## config.mk

```make
export PLATFORM = sky130hd
export DESIGN_NAME = mips_multicycle_control
export DESIGN_NICKNAME = d
export VERILOG_FILES = /design/src/rtl/mips_multicycle_control.sv
export SDC_FILE = /design/constraint.sdc
export NUM_CORES = 1
export LEC_CHECK = 0
export BUFFER_PORTS_ARGS = -buffer_cell sky130_fd_sc_hd__buf_2
export CORE_AREA = 10 10 81 135
export CTS_CLUSTER_DIAMETER = 120
export DETAILED_ROUTE_END_ITERATION = 16
export DIE_AREA = 0 0 91 145
export PLACE_DENSITY = 0.48
export SETUP_SLACK_MARGIN = 0.5
export SLEW_MARGIN = 20
export SYNTH_ARGS = -nofsm -noshare
export SYNTH_HDL_FRONTEND = slang
export SYNTH_SLANG_ARGS = --single-unit
```

## constraint.sdc

```tcl
create_clock -name clk -period 2.31 [get_ports clk]
set_clock_uncertainty 0.05 [all_clocks]
set_input_delay 0.693 -clock clk [delete_from_list [all_inputs] [get_ports clk]]
set_output_delay 0.693 -clock clk [all_outputs]
set_load 0.1 [all_outputs]
```

## src/rtl/mips_multicycle_control.sv

```systemverilog
// rtl/mips_multicycle_control.sv - multicycle MIPS main control FSM with memory timeout and retire counter
module mips_multicycle_control #(
  parameter int MEM_TIMEOUT = 255,
  parameter int CNT_W       = 32
) (
  input  logic             clk,
  input  logic             reset,
  input  logic [5:0]       opcode,
  input  logic             zero,
  input  logic             memReady,
  output logic [5:0]       ALUOP,
  output logic             ALUSrcA,
  output logic [1:0]       ALUSrcB,
  output logic [1:0]       PCSource,
  output logic             pcWrite,
  output logic             IorD,
  output logic             memRead,
  output logic             memWrite,
  output logic             irWrite,
  output logic             regWrite,
  output logic             regDst,
  output logic             memToReg,
  output logic [3:0]       state,
  output logic [CNT_W-1:0] instrCount,
  output logic             error,
  output logic [1:0]       errCode
);

  localparam logic [3:0] S_IDLE   = 4'd0;
  localparam logic [3:0] S_FETCH  = 4'd1;
  localparam logic [3:0] S_DECODE = 4'd2;
  localparam logic [3:0] S_MEMADR = 4'd3;
  localparam logic [3:0] S_MEMRD  = 4'd4;
  localparam logic [3:0] S_MEMWB  = 4'd5;
  localparam logic [3:0] S_MEMWR  = 4'd6;
  localparam logic [3:0] S_EXEC   = 4'd7;
  localparam logic [3:0] S_ALUWB  = 4'd8;
  localparam logic [3:0] S_BRANCH = 4'd9;
  localparam logic [3:0] S_ADDIEX = 4'd10;
  localparam logic [3:0] S_ADDIWB = 4'd11;
  localparam logic [3:0] S_JUMP   = 4'd12;
  localparam logic [3:0] S_ERROR  = 4'd15;

  localparam logic [5:0] OP_ADD = 6'b000000;
  localparam logic [5:0] OP_SUB = 6'b000001;
  localparam logic [5:0] OP_RT  = 6'b000010;

  // Counter only needs to reach MEM_TIMEOUT-1; it never counts past the hit value.
  localparam int         TW      = (MEM_TIMEOUT > 1) ? $clog2(MEM_TIMEOUT) : 1;
  localparam logic [TW-1:0] TO_LAST = TW'((MEM_TIMEOUT == 0) ? 0 : MEM_TIMEOUT - 1);

  logic [3:0]       r_state;
  logic [TW-1:0]    r_tcnt;
  logic [CNT_W-1:0] r_count;
  logic [1:0]       r_err_code;
  logic [3:0]       w_next;
  logic             w_wait;
  logic             w_to_hit;
  logic             w_retire;

  assign w_wait   = (r_state == S_FETCH) || (r_state == S_MEMRD) || (r_state == S_MEMWR);
  assign w_to_hit = (MEM_TIMEOUT != 0) && w_wait && !memReady && (r_tcnt == TO_LAST);
  assign w_retire = (r_state == S_MEMWB) || (r_state == S_ALUWB) || (r_state == S_BRANCH) ||
                    (r_state == S_ADDIWB) || (r_state == S_JUMP) ||
                    ((r_state == S_MEMWR) && memReady);

  always_comb begin
    w_next = r_state;
    case (r_state)
      S_IDLE:   w_next = S_FETCH;
      S_FETCH:  w_next = memReady ? S_DECODE : (w_to_hit ? S_ERROR : S_FETCH);
      S_DECODE: begin
        case (opcode)
          6'b000000:           w_next = S_EXEC;
          6'b100011, 6'b101011: w_next = S_MEMADR;
          6'b000100:           w_next = S_BRANCH;
          6'b001000:           w_next = S_ADDIEX;
          6'b000010:           w_next = S_JUMP;
          default:             w_next = S_ERROR;
        endcase
      end
      S_MEMADR: w_next = (opcode == 6'b101011) ? S_MEMWR : S_MEMRD;
      S_MEMRD:  w_next = memReady ? S_MEMWB : (w_to_hit ? S_ERROR : S_MEMRD);
      S_MEMWR:  w_next = memReady ? S_FETCH : (w_to_hit ? S_ERROR : S_MEMWR);
      S_EXEC:   w_next = S_ALUWB;
      S_ADDIEX: w_next = S_ADDIWB;
      S_MEMWB, S_ALUWB, S_BRANCH, S_ADDIWB, S_JUMP: w_next = S_FETCH;
      S_ERROR:  w_next = S_ERROR;
      default:  w_next = S_ERROR;
    endcase
  end

  always_ff @(posedge clk or negedge reset) begin
    if (!reset) begin
      r_state    <= S_IDLE;
      r_tcnt     <= '0;
      r_count    <= '0;
      r_err_code <= 2'b00;
    end else begin
      r_state <= w_next;
      r_tcnt  <= (w_wait && !memReady && !w_to_hit) ? r_tcnt + TW'(1) : '0;
      if (w_retire)
        r_count <= r_count + CNT_W'(1);
      if ((w_next == S_ERROR) && (r_state != S_ERROR))
        r_err_code <= w_to_hit ? 2'b10 : 2'b01;
    end
  end

  always_comb begin
    ALUOP    = OP_ADD;
    ALUSrcA  = 1'b0;
    ALUSrcB  = 2'b00;
    PCSource = 2'b00;
    pcWrite  = 1'b0;
    IorD     = 1'b0;
    memRead  = 1'b0;
    memWrite = 1'b0;
    irWrite  = 1'b0;
    regWrite = 1'b0;
    regDst   = 1'b0;
    memToReg = 1'b0;
    case (r_state)
      S_FETCH: begin
        memRead = 1'b1;
        ALUSrcB = 2'b01;
        irWrite = memReady;
        pcWrite = memReady;
      end
      S_DECODE: ALUSrcB = 2'b11;
      S_MEMADR, S_ADDIEX: begin
        ALUSrcA = 1'b1;
        ALUSrcB = 2'b10;
      end
      S_MEMRD: begin
        memRead = 1'b1;
        IorD    = 1'b1;
      end
      S_MEMWB: begin
        regWrite = 1'b1;
        memToReg = 1'b1;
      end
      S_MEMWR: begin
        memWrite = 1'b1;
        IorD     = 1'b1;
      end
      S_EXEC: begin
        ALUSrcA = 1'b1;
        ALUOP   = OP_RT;
      end
      S_ALUWB: begin
        regWrite = 1'b1;
        regDst   = 1'b1;
      end
      S_BRANCH: begin
        ALUSrcA  = 1'b1;
        ALUOP    = OP_SUB;
        PCSource = 2'b01;
        pcWrite  = zero;
      end
      S_ADDIWB: regWrite = 1'b1;
      S_JUMP: begin
        PCSource = 2'b10;
        pcWrite  = 1'b1;
      end
      default: ;
    endcase
  end

  assign state      = r_state;
  assign instrCount = r_count;
  assign error      = (r_state == S_ERROR);
  assign errCode    = r_err_code;

endmodule

```

Word-level counts from Yosys, hierarchy flattened
Index checks and enable logic that the tools add are counted.
- flip-flop bits (word level): 46
- input bits: 10
- output and inout port bits: 58
- logic and storage cells: 73
- add/subtract/negate cells: 2
- equal/unequal tests: 21
- multiplexer cells: 23
- reductions and logical operators: 23
- operators with widths (cell ; count):
    32-bit by 1-bit adder with 32-bit output (second input constant) ; 1
    4-bit one-hot mux with 8 select lines ; 1
    4-bit == test (second input constant) ; 7
    4-bit two-way mux ; 6
    4-bit one-hot mux with 5 select lines ; 1
    4-bit by 3-bit == test with 1-bit output (second input constant) ; 4
    6-bit == test (second input constant) ; 2
    8-bit by 1-bit adder with 8-bit output (second input constant) ; 1
    4-bit by 2-bit == test with 1-bit output (second input constant) ; 2
    8-bit == test (second input constant) ; 1
    1-bit two-way mux ; 8
    8-bit two-way mux ; 1
    2-bit one-hot mux with 2 select lines ; 2
    2-bit OR reduction ; 4
    1-bit logical OR ; 7
    6-bit by 2-bit == test with 1-bit output (second input constant) ; 1
    6-bit by 3-bit == test with 1-bit output (second input constant) ; 1
    6-bit by 4-bit == test with 1-bit output (second input constant) ; 1
    6-bit logical NOT ; 1
    2-bit one-hot mux with 3 select lines ; 1
    6-bit OR reduction ; 1
    1-bit logical AND ; 5
    4-bit by 1-bit == test with 1-bit output (second input constant) ; 1
    4-bit logical NOT ; 1
    6 further kinds ; 8

Longest topological paths before layout
- word-level depth: 10
- mapped depth: 8
- mapped depth without buffers: 7

Least setup slack after synthesis
Ideal clock, no wire load.
- path kind: register to output
- from: register r_state[3], in the netlist state[3]
- to: output pcWrite
- arrival time: 4229 ps
- required time: 1567 ps
- slack: -2662 ps
- cell stages (with the launch flop): 5
- buffers on the path: 1
- cells stage by stage: dfrtp_1 > buf_4 > nand2_1 > nor3_1 > a211o_1
- word-level cells in the longest chain between the ends: 2
- elaborated cells on any way between the ends: 4
- those cells by class: 3 x eq/ne; 1 x mux
- ends and longest elaborated chain (element ; line ; RTL):
    start: declaration ; 52 ; logic [3:0] r_state;
    start signal: assignment ; 100 ; r_state <= w_next;
    4-bit == test / 4-bit by 1-bit == test with 1-bit output (equally long branches) ; 122 ; case (r_state)
    1-bit one-hot mux with 3 select lines * ; 122 ;
    end: declaration ; 15 ; output logic pcWrite,
Mark *: on every way between the ends. The rest lies on a longest branch, timed or not.

Worst setup path after layout
Same ends and word-level chain as after synthesis.

==> summary.md <==
| Metric | Value |
|---|---|
| Number of synthesized flops with an enable pin | `0` |
| Share of post-route cells with drive strength above 1 | `56.9%` |
| Req. time, crit path | `1.57 ns` |
| CTS clk-pin slew, worst paths | `approximately 0.070 ns` |
| Total Routing Usage GR | `a little under an eighth` |
| Most frequent cells in the layout | `buf_4, dfrtp_1, buf_6, buf_12, xnor2_1` |
| Fmax | `434 MHz` |
| Antenna Nets Post-Route | `0` |
| CTS tree | `yes` |
| Ys Warns | `0` |
| Worst setup margin | `0.00774 ns` |
| Primary FF master, synth | `dfrtp_1` |
| Iter 0 DRT Violations | `65` |
| Max clock buf depth | `2` |
| H-tree Lvls | `2` |
| Post-Layout Cell Count | `481` |
| Residual overflow from global routing | `0` |
| Max cap viols | `0` |
| WP data arrival | `1.56 ns` |
| Setup CP Type | `reg -> out` |
| Initial Utilization | `roughly 29%` |
| Sequential share of the synthesized area | `between 40% and 50%` |
| Pwr Density | `~1300 mW/mm^2` |
| Netlist Area Pre-Place | `0.00254 sq mm` |
| Layout area overhead | `77.3%` |
| # port buffers | `63` |
| Post-Place Cells | `approximately 440` |
| Chip Height | `roughly 150 um` |
| Die Wd | `about 90 um` |
| Final Util | `52.0%` |
| Core Footprint | `0.00867 sq mm` |
| Fin crit share | `about 100%` |
| Sink Count | `46` |
| I/O pin total | `68` |
| Outcome | `finished, final reports clean` |
| Setup crit start kind | `flip-flop` |
| Hold_buf cts | `0` |
| CP Buf/Inv Count | `1` |
| Routability-driven placement congestion ratio | `between 0.8 and 0.9` |
| Final Hold Vio Count | `0` |
| Skew-Pair Late Insertion Delay | `just under 0.3 ns` |
| DRT Wirelength | `7.85 mm` |
| Synth unique cells | `50` |
| CP top delay family | `flip-flops` |
| Post-route DRC violation count | `0` |
| Commonest non-fill, non-tap cell in the layout | `buf_4` |
| Ordered list of cells on the worst path | `nand2b_4 > nor2_4 > a211o_4 > buf_12` |
| Share of async-settable or async-resettable flops after synthesis | `100%` |
| Vias in the first global route | `2423` |
| DR pass1 iterations | `4` |
| Detailed placement HPWL | `5.60 mm` |
| Final instance area | `0.00451 sq mm` |
| Relative slew slack | `53.8%` |
| Initial antenna violation count | `0` |
| RSZ-0062 raised after global routing | `yes` |
| Crit. End Element | `output port` |
| Die Area | `0.0132 sq mm` |
| Worst-path fanout max | `7` |
| FF+latch count, synth | `46` |
| Antenna Cells | `0` |
| Worst stage delay on the critical path | `0.56 ns` |
| Worst Tran Pin Value | `slightly below 0.7 ns` |
| Row cnt | `45` |
| # nets final | `376` |
| Syn Area/Cell | `around 10 sq um` |
| Slowest cell on the critical path | `dfrtp_4` |
| Final Slew Violations | `0` |
| WL/cell | `16.3 um` |
| Num CTS Buffers | `5` |
| Root Buffer | `clkbuf_16` |
| Area after DPL | `0.00347 sq mm` |
| Fillers | `780` |
| Gate Count Post-Synth | `255` |
| First-pass GRT wire length | `12.5 mm` |
| Largest net degree at the start of global routing | `29` |
| Maximum vdd drop | `0.842 mV` |
| Final number of setup-violating endpoints | `0` |
| Setup slack at placement | `0.0334 ns` |
| Vias | `2302` |
| Leakage | `2.11 nW` |
| Vias per cell | `4.79` |
| Minimum clock period | `2.30 ns` |
| HP Class | `in -> async` |
## cell usage after synthesis (all sizes together), types with 3 or more instances
master / count / share of area (%)
xnor2: 31 / 11
nor2: 24 / 3.7
and4: 5 / 1.7
dfrtp: 46 / 45
o21ai: 6 / 1.2
nor3: 8 / 2.2
ha: 3 / 1.5
nand3: 21 / 4.7
xor2: 10 / 3.4
nand2: 20 / 2.9
buf: 15 / 4.6
inv: 8 / 1.2
a21oi: 4 / 0.79
and3: 10 / 2.6
nand2b: 3 / 0.84
nand4: 12 / 2.9
## flip-flops by register name, summed over array words and instances (netlist names)
name and count:
r_tcnt 8, errCode 2, instrCount 32, state 4
## layout make-up
| cell class | count | area, sq um | area share, % |
|---|---|---|---|
| multi-input cells | 189 | 1760 | 39.0 |
| repair buffers | 113 | 1250 | 27.8 |
| flip-flops and latches | 46 | 1170 | 25.9 |
| well taps | 117 | 146 | 3.24 |
| clock buffers | 5 | 125 | 2.77 |
| inverters | 8 | 33.8 | 0.749 |
| clock inverters | 3 | 21.3 | 0.471 |
## power breakdown
part,switching [mW],total (mW),leakage (nW),internal (mW)
Clock,0.315,0.716,0.0698,0.401
Sequential,0.184,1.12,0.613,0.937
Combinational,2.52,4.11,1.43,1.59
Total,3.02,5.95,2.11,2.93
## metrics by stage
stage | hold slack, ns | TNS, ns | power (mW)
2_1_floorplan | 0.347 | -11.82 | 3.52
4_1_cts | 0.420 | 0 | 5.76
6_report | 0.402 | 0 | 5.95
5_1_grt | 0.447 | -0.172 | 6.19
3_5_place_dp | 0.430 | 0 | 4.35
3_3_place_gp | 0.423 | 0 | 4.34
## worst register-to-register path: cells and delay by family (launching register included)
family,cells,cell delay (ns)
xor+xnor,1,0.15
flops,1,0.56
compound gates,2,0.42
simple gates,3,0.24
buf+inv,5,0.77
## layer usage
layer  global-route usage [%]  vias to the layer above  part of all wire (%)
li1                         -                     1096                     -
met1                     11.1                     1141                    36
met2                     21.9                       55                    58
met3                     2.99                       10                   4.7
met4                     3.86                        0                   1.5
met5                        0                        -                     0
## kinds of logic after synthesis
kind of cell	count (synthesis)	synth area share (%)
adders and majority gates	3	1.48
buffers and inverters	23	5.80
muxes	1	0.442
and+or+nand+nor	115	25.2
xor gates and xnor gates	41	14.1
AOI/OAI and AO/OA	25	7.57
DFF	46	45.2
other	1	0.147
## path summary, 6_finish.rpt
kind	startpoint	end	slack [ns]	depth (start not counted)
min in group clk	instrCount[25]$_DFFE_PN0P_	instrCount[25]$_DFFE_PN0P_	0.46	1
max in group asynchronous	reset	instrCount[0]$_DFFE_PN0P_	1.26	2
min	reset	instrCount[20]$_DFFE_PN0P_	0.40	1
max	state[3]$_DFF_PN0_	pcWrite	0.008	4
max reg2reg	state[3]$_DFF_PN0_	instrCount[13]$_DFFE_PN0P_	0.05	11
min reg2reg	instrCount[25]$_DFFE_PN0P_	instrCount[25]$_DFFE_PN0P_	0.46	1
## repair_timing
item / in CTS / in global routing
pin swaps: 19 / 13
endpoints found under the setup margin: 97 / 61
gates cloned: 1 / 0
buffers inserted: 27 / 7
resized for setup: 91 / 64
(Power assumes the default switching activity.)
